File: src/rtl/iu_prefetch_if.sv
// Bundles the BIU instruction port, the redirect input and the EXU issue port of the prefetch unit.
// The prefetch unit connects through the master modport.
interface iu_prefetch_if #(
    parameter int unsigned QDEPTH = 4
);
    localparam int unsigned CW = $clog2(QDEPTH) + 1;

    logic          fetch_req;
    logic [31:0]   fetch_addr;
    logic          fetch_rdy;
    logic [31:0]   fetch_data;
    logic          fetch_err;
    logic          redirect_valid;
    logic [31:0]   redirect_pc;
    logic          iss_valid;
    logic          iss_ready;
    logic [31:0]   iss_ins;
    logic [31:0]   iss_pc;
    logic [1:0]    iss_cause;
    logic          iss_mem;
    logic [CW-1:0] q_count;

    modport master (
        output fetch_req, fetch_addr,
        input  fetch_rdy, fetch_data, fetch_err,
        input  redirect_valid, redirect_pc,
        output iss_valid, iss_ins, iss_pc, iss_cause, iss_mem, q_count,
        input  iss_ready
    );

    modport slave (
        input  fetch_req, fetch_addr,
        output fetch_rdy, fetch_data, fetch_err,
        output redirect_valid, redirect_pc,
        input  iss_valid, iss_ins, iss_pc, iss_cause, iss_mem, q_count,
        output iss_ready
    );
endinterface

File: src/rtl/iu_prefetch.sv
// Fetch/pre-decode front end: single-outstanding fetch, QDEPTH-entry prefetch queue,
// redirectable fetch PC, and pre-decoded cause/mem tags on every queued word.
module iu_prefetch #(
    parameter int unsigned QDEPTH   = 4,
    parameter logic [31:0] RESET_PC = 32'h0000_0000,
    parameter bit          HAS_MUL  = 1'b0
) (
    input logic           clk,
    input logic           rst,
    iu_prefetch_if.master pf
);
    localparam int unsigned   PW   = $clog2(QDEPTH);
    localparam int unsigned   CW   = PW + 1;
    localparam logic [CW-1:0] FULL = CW'(QDEPTH);

    localparam logic [6:0] OP_LUI    = 7'b0110111;
    localparam logic [6:0] OP_AUIPC  = 7'b0010111;
    localparam logic [6:0] OP_JAL    = 7'b1101111;
    localparam logic [6:0] OP_JALR   = 7'b1100111;
    localparam logic [6:0] OP_BRANCH = 7'b1100011;
    localparam logic [6:0] OP_LOAD   = 7'b0000011;
    localparam logic [6:0] OP_STORE  = 7'b0100011;
    localparam logic [6:0] OP_IMM    = 7'b0010011;
    localparam logic [6:0] OP_OP     = 7'b0110011;
    localparam logic [6:0] OP_MISC   = 7'b0001111;
    localparam logic [6:0] OP_SYSTEM = 7'b1110011;

    localparam logic [1:0] CAUSE_NONE    = 2'b00;
    localparam logic [1:0] CAUSE_MISAL   = 2'b01;
    localparam logic [1:0] CAUSE_FAULT   = 2'b10;
    localparam logic [1:0] CAUSE_ILLEGAL = 2'b11;

    typedef enum logic [1:0] {
        S_RUN   = 2'd0,
        S_MISAL = 2'd1,
        S_HALT  = 2'd2
    } state_t;

    typedef struct packed {
        logic [31:0] ins;
        logic [31:0] pc;
        logic [1:0]  cause;
        logic        mem;
    } entry_t;

    state_t        state_q, state_d;
    logic [31:0]   pc_q, pc_d;
    logic [CW-1:0] count_q, count_d;
    logic [PW-1:0] rd_ptr_q, rd_ptr_d;
    logic [PW-1:0] wr_ptr_q, wr_ptr_d;
    entry_t        slot_q [QDEPTH];

    logic   iss_valid;
    logic   pop;
    logic   pop_eff;
    logic   push;
    logic   fetch_req;
    logic   fetch_done;
    entry_t ent;
    entry_t head;

    function automatic logic is_legal(input logic [31:0] w);
        logic [6:0] op;
        logic [2:0] f3;
        logic [6:0] f7;
        op = w[6:0];
        f3 = w[14:12];
        f7 = w[31:25];
        is_legal = 1'b0;
        case (op)
            OP_LUI, OP_AUIPC, OP_JAL, OP_MISC: is_legal = 1'b1;
            OP_JALR:   is_legal = (f3 == 3'b000);
            OP_BRANCH: is_legal = !(f3 == 3'b010 || f3 == 3'b011);
            OP_LOAD:   is_legal = f3 inside {3'b000, 3'b001, 3'b010, 3'b100, 3'b101};
            OP_STORE:  is_legal = f3 inside {3'b000, 3'b001, 3'b010};
            OP_IMM: begin
                if (f3 == 3'b001)      is_legal = (f7 == 7'b0000000);
                else if (f3 == 3'b101) is_legal = (f7 == 7'b0000000 || f7 == 7'b0100000);
                else                   is_legal = 1'b1;
            end
            OP_OP: begin
                if (f7 == 7'b0000000)      is_legal = 1'b1;
                else if (f7 == 7'b0100000) is_legal = (f3 == 3'b000 || f3 == 3'b101);
                else if (f7 == 7'b0000001) is_legal = HAS_MUL;
                else                       is_legal = 1'b0;
            end
            OP_SYSTEM: is_legal = (f3 != 3'b100);
            default:   is_legal = 1'b0;
        endcase
    endfunction

    assign iss_valid = (count_q != '0);
    assign pop       = iss_valid & pf.iss_ready;
    // A pop frees a slot this cycle, so a full queue may still request.
    assign fetch_req  = !rst && (state_q == S_RUN) && ((count_q != FULL) || pop);
    assign fetch_done = fetch_req & pf.fetch_rdy;

    always_comb begin
        state_d   = state_q;
        pc_d      = pc_q;
        push      = 1'b0;
        pop_eff   = pop;
        ent.ins   = pf.fetch_data;
        ent.pc    = pc_q;
        ent.cause = CAUSE_NONE;
        ent.mem   = 1'b0;
        case (state_q)
            S_RUN: begin
                if (fetch_done) begin
                    push = 1'b1;
                    pc_d = pc_q + 32'd4;
                    if (pf.fetch_err) begin
                        ent.cause = CAUSE_FAULT;
                        state_d   = S_HALT;
                    end else begin
                        ent.cause = is_legal(pf.fetch_data) ? CAUSE_NONE : CAUSE_ILLEGAL;
                        ent.mem   = (pf.fetch_data[6:0] == OP_LOAD) ||
                                    (pf.fetch_data[6:0] == OP_STORE);
                    end
                end
            end
            S_MISAL: begin
                push      = 1'b1;
                ent.ins   = '0;
                ent.cause = CAUSE_MISAL;
                state_d   = S_HALT;
            end
            default: ;
        endcase
        // Redirect overrides any completing fetch and any pop.
        if (pf.redirect_valid) begin
            push    = 1'b0;
            pop_eff = 1'b0;
            pc_d    = pf.redirect_pc;
            state_d = (pf.redirect_pc[1:0] == 2'b00) ? S_RUN : S_MISAL;
        end
    end

    always_comb begin
        if (pf.redirect_valid) begin
            count_d  = '0;
            rd_ptr_d = '0;
            wr_ptr_d = '0;
        end else begin
            count_d  = count_q + CW'(push) - CW'(pop_eff);
            rd_ptr_d = rd_ptr_q + PW'(pop_eff);
            wr_ptr_d = wr_ptr_q + PW'(push);
        end
    end

    always_ff @(posedge clk) begin
        if (rst) begin
            state_q  <= S_RUN;
            pc_q     <= RESET_PC;
            count_q  <= '0;
            rd_ptr_q <= '0;
            wr_ptr_q <= '0;
        end else begin
            state_q  <= state_d;
            pc_q     <= pc_d;
            count_q  <= count_d;
            rd_ptr_q <= rd_ptr_d;
            wr_ptr_q <= wr_ptr_d;
        end
    end

    always_ff @(posedge clk) begin
        if (!rst && push) begin
            slot_q[wr_ptr_q] <= ent;
        end
    end

    // Storage is not reset; gating on iss_valid keeps the issue port zero when empty.
    assign head = slot_q[rd_ptr_q];

    assign pf.fetch_req  = fetch_req;
    assign pf.fetch_addr = pc_q;
    assign pf.iss_valid  = iss_valid;
    assign pf.iss_ins    = iss_valid ? head.ins   : 32'd0;
    assign pf.iss_pc     = iss_valid ? head.pc    : 32'd0;
    assign pf.iss_cause  = iss_valid ? head.cause : 2'b00;
    assign pf.iss_mem    = iss_valid ? head.mem   : 1'b0;
    assign pf.q_count    = count_q;
endmodule

File: src/flat_wrapper.sv
// flat-port wrapper written by rule: the top's interface ports become plain ports
module iu_prefetch_flat 
#(
    parameter int unsigned QDEPTH   = 4,
    parameter logic [31:0] RESET_PC = 32'h0000_0000,
    parameter bit          HAS_MUL  = 1'b0
)
  (clk, rst, pf_fetch_req, pf_fetch_addr, pf_fetch_rdy, pf_fetch_data, pf_fetch_err, pf_redirect_valid, pf_redirect_pc, pf_iss_valid, pf_iss_ins, pf_iss_pc, pf_iss_cause, pf_iss_mem, pf_q_count, pf_iss_ready);
  iu_prefetch_if #(.QDEPTH(QDEPTH)) pf_i ();
  input logic clk;
  input logic rst;
  output wire logic [$bits(pf_i.fetch_req)-1:0] pf_fetch_req;
  output wire logic [$bits(pf_i.fetch_addr)-1:0] pf_fetch_addr;
  input wire logic [$bits(pf_i.fetch_rdy)-1:0] pf_fetch_rdy;
  input wire logic [$bits(pf_i.fetch_data)-1:0] pf_fetch_data;
  input wire logic [$bits(pf_i.fetch_err)-1:0] pf_fetch_err;
  input wire logic [$bits(pf_i.redirect_valid)-1:0] pf_redirect_valid;
  input wire logic [$bits(pf_i.redirect_pc)-1:0] pf_redirect_pc;
  output wire logic [$bits(pf_i.iss_valid)-1:0] pf_iss_valid;
  output wire logic [$bits(pf_i.iss_ins)-1:0] pf_iss_ins;
  output wire logic [$bits(pf_i.iss_pc)-1:0] pf_iss_pc;
  output wire logic [$bits(pf_i.iss_cause)-1:0] pf_iss_cause;
  output wire logic [$bits(pf_i.iss_mem)-1:0] pf_iss_mem;
  output wire logic [$bits(pf_i.q_count)-1:0] pf_q_count;
  input wire logic [$bits(pf_i.iss_ready)-1:0] pf_iss_ready;
  assign pf_fetch_req = pf_i.fetch_req;
  assign pf_fetch_addr = pf_i.fetch_addr;
  assign pf_i.fetch_rdy = pf_fetch_rdy;
  assign pf_i.fetch_data = pf_fetch_data;
  assign pf_i.fetch_err = pf_fetch_err;
  assign pf_i.redirect_valid = pf_redirect_valid;
  assign pf_i.redirect_pc = pf_redirect_pc;
  assign pf_iss_valid = pf_i.iss_valid;
  assign pf_iss_ins = pf_i.iss_ins;
  assign pf_iss_pc = pf_i.iss_pc;
  assign pf_iss_cause = pf_i.iss_cause;
  assign pf_iss_mem = pf_i.iss_mem;
  assign pf_q_count = pf_i.q_count;
  assign pf_i.iss_ready = pf_iss_ready;
  iu_prefetch #(.QDEPTH(QDEPTH), .RESET_PC(RESET_PC), .HAS_MUL(HAS_MUL)) u_core (.clk(clk), .rst(rst), .pf(pf_i));
endmodule
File: config.mk
export PLATFORM = sky130hd
export DESIGN_NAME = iu_prefetch_flat
export DESIGN_NICKNAME = d
export VERILOG_FILES = /design/src/rtl/iu_prefetch_if.sv /design/src/rtl/iu_prefetch.sv /design/src/flat_wrapper.sv
export SDC_FILE = /design/constraint.sdc
export NUM_CORES = 1
export LEC_CHECK = 0
export BUFFER_PORTS_ARGS = -buffer_cell sky130_fd_sc_hd__buf_4
export CORE_AREA = 2 2 117 205
export CTS_CLUSTER_SIZE = 10
export DETAILED_ROUTE_END_ITERATION = 10
export DIE_AREA = 0 0 119 207
export HOLD_SLACK_MARGIN = 0.06
export PLACE_DENSITY = 0.91
export SYNTH_ARGS = -nofsm -noshare
export SYNTH_HDL_FRONTEND = slang
export SYNTH_SLANG_ARGS = --single-unit
File: constraint.sdc
create_clock -name clk -period 9.05 [get_ports clk]
set_input_delay 1.3575 -clock clk [delete_from_list [all_inputs] [get_ports clk]]
set_output_delay 1.3575 -clock clk [all_outputs]
set_load 0.005 [all_outputs]
; ---- Word level (Yosys, flattened, before mapping)
; Memory sizes are Yosys's and may differ from the RTL's. A register that Yosys moved wholly into a read port is not among the register bits.
; Index checks and enable logic that the tools add are counted.
[totals]
ram_bits = 268
output_inout_bits = 104
register_bits = 41
n_memories = 1
[classes]
reduce_logical = 24
eq_ne = 22
mux = 34
n_addsub = 5
bitwise_logic = 2
[mem_list]
columns = memory, depth, word_bits, read_ports, rd_clocked_by_memory_dff, wr, line
row1 = u_core.slot_q, 4, 67, 1, 1, 1, iu_prefetch.sv:51  ; entry_t slot_q [QDEPTH];
[op_table]
columns = cell, n
row1 = two-way mux 32 bit, 6
row2 = adder 32 x 3 -> 32 bit (second input constant), 1
row3 = == test 7 x 6 -> 1 bit (second input constant), 4
row4 = == test 7 bit (second input constant), 4
row5 = two-way mux 1 bit, 16
row6 = == test 7 x 5 -> 1 bit (second input constant), 2
row7 = two-way mux 2 bit, 7
row8 = inequality test 3 bit (second input constant), 3
row9 = nonzero test 3 bit, 3
row10 = case mux 1 bit (8 select lines), 1
row11 = case mux 2 bit (2 select lines), 2
row12 = == test 7 x 2 -> 1 bit (second input constant), 1
row13 = == test 7 x 4 -> 1 bit (second input constant), 1
row14 = zero test 7 bit, 1
row15 = == test 3 x 2 -> 1 bit (second input constant), 2
row16 = == test 3 bit (second input constant), 2
row17 = logical OR 1 bit, 5
row18 = nonzero test 5 bit, 1
row19 = adder 2 x 1 -> 2 bit, 2
row20 = zero test 2 bit, 2
row21 = nonzero test 2 bit, 2
row22 = OR reduction 4 bit, 1
row23 = adder 3 x 1 -> 3 bit, 1
row24 = == test 3 x 1 -> 1 bit (second input constant), 1
row25 = 12 further kinds, 16

; ---- Logic depth before layout (Yosys ltp)
; Gate-level depths: netlist (run 1).
[depth]
depth_word = 12
ltp_mapped = 11
mapped_depth_nobuf = 9

; ---- Worst setup path before layout (run 1)
; Ideal clock, no wire load.
[synth_timing]
path_type = in2reg
from = input port rst
to = memory u_core.slot_q[1][0] (netlist name) (enable)
required_time_ns = 8.462
cell_stages = 6
setup_slack_ns = 1.383
n_path_buf = 1
arrival_ns = 7.079
path_cell_list = clkbuf_1 -> nor3_4 -> nand3_2 -> nand2_1 -> nand2_1 -> nor3b_1
[synth_between]
elab_chain_len = 10
[synth_rtl]
columns = element, line
row1 = "start, declared", flat_wrapper.sv:11  ; input logic rst;
row2 = zero test 1 bit (*), "iu_prefetch.sv:95, iu_prefetch.sv:168"
row3 = logical AND 1 bit (2 in a row), iu_prefetch.sv:95  ; assign fetch_req = !rst && (state_q == S_RUN) && ((count_q != FULL) || pop);
row4 = bitwise AND 1 bit, iu_prefetch.sv:96  ; assign fetch_done = fetch_req & pf.fetch_rdy;
row5 = two-way mux 1 bit, iu_prefetch.sv:109  ; if (fetch_done) begin
row6 = case mux 1 bit (2 select lines), iu_prefetch.sv:107  ; case (state_q)
row7 = two-way mux 1 bit, iu_prefetch.sv:131  ; if (pf.redirect_valid) begin
row8 = logical AND 1 bit (*), iu_prefetch.sv:168  ; if (!rst && push) begin
row9 = two-way mux 1 bit (*), iu_prefetch.sv:168
row10 = two-way mux 1 bit (not written as such) (*), iu_prefetch.sv:169  ; slot_q[wr_ptr_q] <= ent;
row11 = "end, declared", iu_prefetch.sv:51
; Every way passes the cells marked *; elsewhere a longest branch is shown, timed or not.

==> results of run 1 <==
==> routing by layer <==
metal | vias up | share of wire [%]
met3 | 81 | 5.4
li1 | 3363 | -
met1 | 3726 | 37
met2 | 311 | 54
met4 | 0 | 4.0
met5 | - | 0
==> power by group through the flow <==
stage | Clock (mW) | Combinational [mW] | Sequential [mW]
floorplan | 0 | 0.101 | 1.62
global placement | 0 | 0.170 | 1.63
detailed placement | 0 | 0.176 | 1.64
CTS | 1.27 | 0.178 | 1.61
global route | 1.32 | 0.191 | 1.61
finish | 1.26 | 0.176 | 1.61
==> through the flow <==
stage,hold slack [ns],utilization [%]
after floorplan,0.482,-
after global placement,0.538,62.9
after detailed placement,0.542,62.9
after CTS,0.566,67.2
after global routing,0.579,67.2
final,0.564,67.2
==> critical path: stages, from the launching register on <==
cell and delay [ns]:
dfxtp_4 0.54, buf_4 0.87, mux4_2 0.61, and2_1 0.20, buf_4 0.14
==> sequential cells by signal, summed over array words and instances, names as in the netlist <==
signal / cells
u_core.pf.fetch_addr: 32
u_core.pf.q_count: 3
u_core.rd_ptr_q: 2
u_core.slot_q: 268
u_core.state_q: 2
u_core.wr_ptr_q: 2
==> kinds of logic (layout without fill, tap and decap cells) <==
family          count (synthesis)  in the layout  share of synthesized area (%)
buf+inv                       100            264                           3.97
flops                         309            309                           67.4
xor+xnor                       28             28                           1.86
compound gates                 65             65                           3.14
mux                            78             78                           12.4
simple gates                  231            231                           10.6
fa+ha+maj                       6              6                          0.628
==> Yosys cell counts (all sizes together) <==
cell,instances,area [um^2]
a211oi,3,27.5
a21boi,1,7.51
a21o,2,15.0
a21oi,25,125
a22oi,1,7.51
a32o,1,10.0
and2,110,688
and3,7,43.8
and3b,1,8.76
and4,6,52.6
buf,48,327
clkbuf,27,101
dfxtp,41,821
edfxtp,268,8050
fa,1,20.0
ha,5,62.6
inv,25,93.8
mux2,2,26.3
mux2i,9,90.1
mux4,67,1510
nand2,21,78.8
nand2b,2,12.5
nand3,14,75.1
nand3b,2,15.0
nand4,13,93.8
nand4b,1,8.76
nor2,16,60.1
nor2b,2,12.5
nor3,14,86.3
nor3b,4,30.0
nor4,8,56.3
nor4b,1,8.76
o21a,18,135
o21ai,8,40.0
o22ai,2,12.5
o31ai,2,15.0
o32ai,1,8.76
o41ai,1,8.76
or2,1,6.26
or3,4,25.0
or4,3,22.5
or4b,1,13.8
xnor2,17,149
xor2,11,96.3
==> final timing paths <==
path | start | endpoint | slack, ns | cells past startpoint
max | u_core.rd_ptr_q[0] | pf_iss_pc[9] | 4.77 | 4
min reg2reg | u_core.pf.fetch_addr[29] | u_core.slot_q[2][32] | 0.56 | 0
max reg2reg | u_core.pf.q_count[1] | u_core.pf.q_count[2] | 5.82 | 9
min | u_core.pf.fetch_addr[29] | u_core.slot_q[2][32] | 0.56 | 0
==> layout by cell type, fill, tap and decap left out, types with 3 or more instances in the layout <==
| cell | Yosys | routed |
|---|---|---|
| and3_1 | 7 | 7 |
| inv_1 | 25 | 25 |
| xnor2_1 | 17 | 17 |
| nand4_1 | 11 | 11 |
| nand3_1 | 13 | 13 |
| a21oi_1 | 25 | 25 |
| ha_1 | 5 | 5 |
| nor2_1 | 16 | 16 |
| nor4_1 | 7 | 7 |
| edfxtp_1 | 268 | 268 |
| mux2i_1 | 9 | 9 |
| mux4_2 | 67 | 67 |
| or4_1 | 3 | 3 |
| o21ai_0 | 7 | 7 |
| buf_4 | 32 | 181 |
| and2_1 | 110 | 110 |
| clkbuf_1 | 27 | 21 |
| or3_1 | 4 | 3 |
| clkbuf_16 | 0 | 37 |
| and4_1 | 6 | 5 |
| nand2_1 | 21 | 21 |
| dfxtp_1 | 41 | 39 |
| nor3_1 | 12 | 11 |
| o21a_1 | 18 | 18 |
| xor2_1 | 11 | 11 |
==> cell type report <==
| class | instances | share of cell area [%] |
|---|---|---|
| sequential | 309 | 57.3 |
| clock buffer | 58 | 6.48 |
| tap | 304 | 2.45 |
| timing repair buffer | 181 | 8.77 |
| inverter | 25 | 0.606 |
| multi-input combinational | 408 | 24.4 |
==> metrics.md, run 1 <==
| Metric | Value |
|---|---|
| Die Wd | 119 um |
| Psw | 0.622 mW |
| Num rows | 74 |
| CP endpoint kind | primary output |
| PortBufs | approximately 170 |
| Area grow syn2layout | 17.8% |
| Pwr Total | around 3.0 mW |
| Min-Delay Path Class | flip-flop to flip-flop |
| CTS root buf | clkbuf_16 |
| Final instance area | 15500 um^2 |
| Cell total after placement | between 1000 and 1500 |
| Worst slew margin | 26.8% |
| Fin cells | ~1300 |
| Number of global-route vias before repair | between 7000 and 8000 |
| Sw frac | 20.5% |
| Post-CTS setup buffers | 0 |
| First-pass GRT wire length | around 44 mm |
| DR iter-0 viols | about 640 |
| Die Area | roughly 25000 um^2 |
| Synthesized area | 13200 um^2 |
| Maxcap violations | 0 |
| Avg WL per Cell | 22.2 um |
| Hold Vio Cnt, Final | 0 |
| Multi-input gate area | 3780 um^2 |
| H-tree Lvls | 2 |
| Sink Count | between 300 and 400 |
| Nets | between 1000 and 1500 |
| Share of cells above drive strength 1 | between 30% and 40% |
| DP HPWL | 17.7 mm |
| CTS Buf Count | 36 |
| Post-cts repair resize count | 0 |
| Fmax | between 0.2 and 0.25 GHz |
| Syn. warnings | 0 |
| Via count | 7481 |
| Initial Util | 57.1% |
| Setup Total Neg Slack | 0 ns |
| Post-synthesis sequential element count | 309 |
| Combinational Power Share | 5.8% |
| Status | completed |
| Met2 usage | a little over two fifths |
| Final-report max-slew violation count | 0 |
| Final wirelength | 28.6 mm |
| Largest net degree at the start of global routing | 70 |
| Post-route setup slack | ~4.8 ns |
| Final min period | approximately 4.3 ns |
| DRT Pass-1 Iters | 5 |
| Critical Path Source Type | flip-flop |
| Placer Congestion | about 0.85 |
| Clk_skew | roughly 0.013 ns |
| Antenna violations before repair | 0 |
| Grt ovf | 0 |
| Die height | ~210 um |
| Syn Nets | around 890 |
| Detail Route Antenna Nets | 0 |
| Residual DRC | 0 |
| CTS tree | built |
| Met3 usage | around 3.3% |
| Register area | about 9000 um^2 |
| Syn_area_per_cell | roughly 16 um^2 |
| Clock share of power | a little over 40% |
| Crit path required time | 7.69 ns |
| Peak supply drop | around 0.11 mV |
| Seq/Total Area, Yosys | between 60% and 70% |
| Max clock buf depth | 3 |
| Fillers | around 1500 |
| Slew @ Worst Pin | around 1.1 ns |
| Period utilization | between 40% and 50% |
| Post-Place Setup Slack | 5.19 ns |
| Core area | 23100 um^2 |
| Pwr dens | around 200 nW/um^2 |
| LEAKAGE | 5.52 nW |
| Final setup viols | 0 |
| Post-Syn Instances | ~820 |
| GRT Total Usage | a little under a quarter |
| Synth cell types | 55 |
| Part of the power in registers | ~53% |
| Int Power | between 2 and 2.5 mW |
| Hold Buf Count CTS | 0 |
| Met1 Use GR | between 20 and 30% |
| DR vias/cell | about 5.8 |
| Crit path DAT | ~2.9 ns |
| GR peak layer | met2 |
| Clk_lat worst skew | roughly 0.5 ns |
| RSZ-0062 raised after global routing | no |
| Diode count | 0 |
| Num ports | approximately 170 |
| CP Max Fanout | 53 |
| Clk slew on worst S/H paths | 0.05 ns |
| WS Path Type | flip-flop to primary output |
| Placed inst area | approximately 14000 um^2 |
Power figures use the tool's default switching activity.
==> inputs of run 2 (changes only) <==
--- a/config.mk
+++ b/config.mk
@@ -5,11 +5,12 @@
 export SDC_FILE = /design/constraint.sdc
 export NUM_CORES = 1
 export LEC_CHECK = 0
+export ABC_AREA = 1
 export BUFFER_PORTS_ARGS = -buffer_cell sky130_fd_sc_hd__buf_4
-export CORE_AREA = 2 2 117 205
+export CORE_AREA = 2 2 120 209
 export CTS_CLUSTER_SIZE = 10
 export DETAILED_ROUTE_END_ITERATION = 10
-export DIE_AREA = 0 0 119 207
+export DIE_AREA = 0 0 122 211
 export HOLD_SLACK_MARGIN = 0.06
 export PLACE_DENSITY = 0.91
 export SYNTH_ARGS = -nofsm -noshare
==> constraint.sdc (replaced) <==
create_clock -name clk -period 4.3 [get_ports clk]
set_input_delay 0.645 -clock clk [delete_from_list [all_inputs] [get_ports clk]]
set_output_delay 0.645 -clock clk [all_outputs]
set_load 0.005 [all_outputs]
==> run 2 against run 1 <==
Synthesized cell count rose by 72%. Register-to-register slack worse by 4.2 ns. Sequential share of layout area down 2.2 points. Setup slack worse by 4.1 ns. Clock power is 110% higher. Critical endpoint is now pf_iss_ins[29].
==> metrics.md, run 2 <==
| Metric | Value |
|---|---|
| Slew @ Worst Pin | 0.949 ns (was 1.10 ns) |
| Pwr dens | 403 nW/um^2 (was 196 nW/um^2) |
| Cell total after placement | 1798 (was 1227) |
| Synth cell types | 31 (was 55) |
| Post-Place Setup Slack | 1.20 ns (was 5.19 ns) |
| Initial Util | 57.5% (was 57.1%) |
| Fin cells | 1857 (was 1285) |
| Hold Buf Count CTS | 0 (unchanged) |
| RSZ-0062 raised after global routing | no (unchanged) |
| Detail Route Antenna Nets | 0 (unchanged) |
| Fillers | 1696 (was 1492) |
| Nets | 1604 (was 1037) |
| Pwr Total | 6.49 mW (was 3.04 mW) |
| Largest net degree at the start of global routing | 91 (was 70) |
| Syn Nets | 1478 (was 893) |
| Period utilization | about 86% |
| Placer Congestion | 0.910 (was 0.850) |
| Final core occ | 67.4% (was 67.2%) |
| Syn_area_per_cell | 9.81 um^2 (was 16.1 um^2) |
| Post-synthesis sequential element count | 309 (unchanged) |
| Clk_skew | 0.0273 ns (was 0.0126 ns) |
| Final min period | between 3 and 4 ns |
| Part of the power in registers | 52.1% (was 52.9%) |
| Commonest non-fill, non-tap cell in the layout | nor2_1 (was edfxtp_1) |
| WS Path Type | flip-flop to primary output (unchanged) |
| Psw | 1.42 mW (was 0.622 mW) |
| Die Wd | 122 um (was 119 um) |
| Synth Flop Type | edfxtp_1 (unchanged) |
| First-pass GRT wire length | 54.6 mm (was 44.4 mm) |
| Post-cts repair resize count | 0 (unchanged) |
| Share of cells above drive strength 1 | 16.7% (was 30.9%) |
| DR vias/cell | 5.76 (was 5.82) |
| Post-synth EDFFs | 268 (unchanged) |
| Grt ovf | 0 (unchanged) |
| Clk_lat worst skew | 0.52 ns (was 0.50 ns) |
| Residual DRC | 0 (unchanged) |
| Synthesized area | 13800 um^2 (was 13200 um^2) |
| Final-report max-slew violation count | 0 (unchanged) |
| CTS Buf Count | 36 (unchanged) |
| Maxcap violations | 0 (unchanged) |
| PortBufs | 173 (unchanged) |
| Syn. warnings | 0 (unchanged) |
| Crit-path max cell delay | 0.70 ns (was 0.87 ns) |
| Top-count cell post-synth | nor2_1 (was edfxtp_1) |
| Crit-path leading delay family | buffers and inverters (unchanged) |
| DR iter-0 viols | 1365 (was 643) |
| Avg WL per Cell | 19.2 um (was 22.2 um) |
| Final instance area | 16100 um^2 (was 15500 um^2) |
| Biggest register | u_core.slot_q (unchanged) |
| Combinational Power Share | 6.4% (was 5.8%) |
| Hold Vio Cnt, Final | 0 (unchanged) |
| CP Max Fanout | 58 (was 53) |
| Int Power | 5.07 mW (was 2.42 mW) |
| Die height | 211 um (was 207 um) |
| Clock share of power | 41.6% (was 41.3%) |
| Num ports | 174 (unchanged) |
| Max clock buf depth | 3 (unchanged) |
| Die Area | 25700 um^2 (was 24600 um^2) |
| Fmax | 0.271 GHz |
| Post-synth top area share | 58.5% (was 61.2%) |
| Critical Path Source Type | flip-flop (unchanged) |
| Tightest hold margin | 0.397 ns (was 0.564 ns) |
| Final wirelength | 35.7 mm (was 28.6 mm) |
| Setup Total Neg Slack | 0 ns (unchanged) |
| Seq/Total Area, Yosys | 64.5% (was 67.4%) |
| DP HPWL | 22.2 mm (was 17.7 mm) |
| LEAKAGE | 6.12 nW (was 5.52 nW) |
| CP endpoint kind | primary output (unchanged) |
| Final setup viols | 0 (unchanged) |
| Worst slew margin | 36.8% (was 26.8%) |
| Min-Delay Path Class | primary input to flip-flop (was flip-flop to flip-flop) |
| Top cells by area, synth | edfxtp_1, nor2_1, dfxtp_1 (was edfxtp_1, mux4_2, dfxtp_1) |
| Sw frac | 21.9% (was 20.5%) |
| Diode count | 0 (unchanged) |
| Buf/Inv on CP | 3 (was 2) |
| CTS tree | built (unchanged) |
| Post-Syn Instances | 1402 (was 817) |
| Clk slew on worst S/H paths | 0.06 ns (was 0.05 ns) |
| Synth area leader | edfxtp_1 (unchanged) |
| Area grow syn2layout | 17.3% (was 17.8%) |
| GRT Total Usage | 28.0% (was 23.6%) |
| Most used cell, CP | buf_4 (unchanged) |
| CP cell instances | clkinv_2, buf_4, o21ai_0, a21oi_1, buf_4 (was buf_4, mux4_2, and2_1, buf_4) |
| Num rows | 75 (was 74) |
| Sink Count | 309 (unchanged) |
| Crit path required time | 3.65 ns (was 7.69 ns) |
| Post-route setup slack | 0.615 ns (was 4.77 ns) |
| Post-synthesis async set-or-reset flop share | 0% (unchanged) |
| Peak supply drop | 0.293 mV (was 0.106 mV) |
| Placed inst area | 15100 um^2 (was 14500 um^2) |
| Antenna violations before repair | 0 (unchanged) |
| Crit path DAT | 3.04 ns (was 2.93 ns) |
| Number of global-route vias before repair | 10485 (was 7803) |
| H-tree Lvls | 2 (unchanged) |
| Via count | 10693 (was 7481) |
| Top cells by count, synth | nor2_1, edfxtp_1, nand2_1, o21ai_0, a21oi_1 (was edfxtp_1, and2_1, mux4_2, dfxtp_1, buf_4) |
| DRT Pass-1 Iters | 6 (was 5) |
| Status | completed (unchanged) |
| Post-CTS setup buffers | 0 (unchanged) |
| Most frequent cells in the layout | nor2_1, edfxtp_1, buf_4 (was edfxtp_1, buf_4, and2_1) |
| Max FFs per register | 268 (unchanged) |
| Core area | 23900 um^2 (was 23100 um^2) |
| Critical-path top delay cell | clkinv_2 (was buf_4) |
| CTS root buf | clkbuf_16 (unchanged) |
run 2: kinds of logic after synthesis:
| family | count (synthesis) | synth area share, % |
|---|---|---|
| flops | 309 | 64.5 |
| simple gates | 607 | 17.6 |
| compound gates | 270 | 10.1 |
| buf+inv | 202 | 6.76 |
| fa+ha+maj | 6 | 0.600 |
| xor+xnor | 8 | 0.509 |
run 2: path summary, 6_finish.rpt:
kind / start / endpoint / slack [ns] / cells after the start
worst max-delay path: u_core.rd_ptr_q[0] / pf_iss_ins[29] / 0.62 / 5
worst max register to register: u_core.state_q[0] / u_core.slot_q[0][46] / 1.58 / 8
worst min-delay path: pf_redirect_pc[9] / u_core.pf.fetch_addr[9] / 0.40 / 3
worst min register to register: u_core.state_q[0] / u_core.state_q[0] / 0.54 / 2
run 2: area by class of cell:
| cell class | count | area (um^2) | share of cell area [%] |
|---|---|---|---|
| multi-input cells | 891 | 4010 | 24.8 |
| clock buffers | 57 | 1000 | 6.21 |
| inverters | 103 | 388 | 2.40 |
| flip-flops and latches | 309 | 8880 | 55.0 |
| repair buffers | 187 | 1450 | 9.01 |
| well taps | 308 | 385 | 2.39 |
| clock inverters | 2 | 17.5 | 0.109 |
run 2: power by group through the flow:
stage | registers [mW] | logic (mW) | clock network (mW)
2_1_floorplan | 3.42 | 0.227 | 0
5_1_grt | 3.39 | 0.451 | 2.83
6_report | 3.38 | 0.412 | 2.70
3_3_place_gp | 3.44 | 0.391 | 0
3_5_place_dp | 3.44 | 0.405 | 0
4_1_cts | 3.38 | 0.410 | 2.71
run 2: worst reg2reg max path, stage by stage, from the launching register on:
cell	delay, ns
dfxtp_1	0.35
inv_2	0.06
nor2_4	0.07
buf_4	0.38
inv_2	0.12
a21oi_4	0.19
nand2_1	0.26
nor3_4	0.50
buf_12	0.39
run 2: routing by layer:
metal,GRT usage (%),wire [um]
met1,30.7,11500
met2,50.4,19300
met3,3.24,2710
met4,17.7,2180
met5,0,0
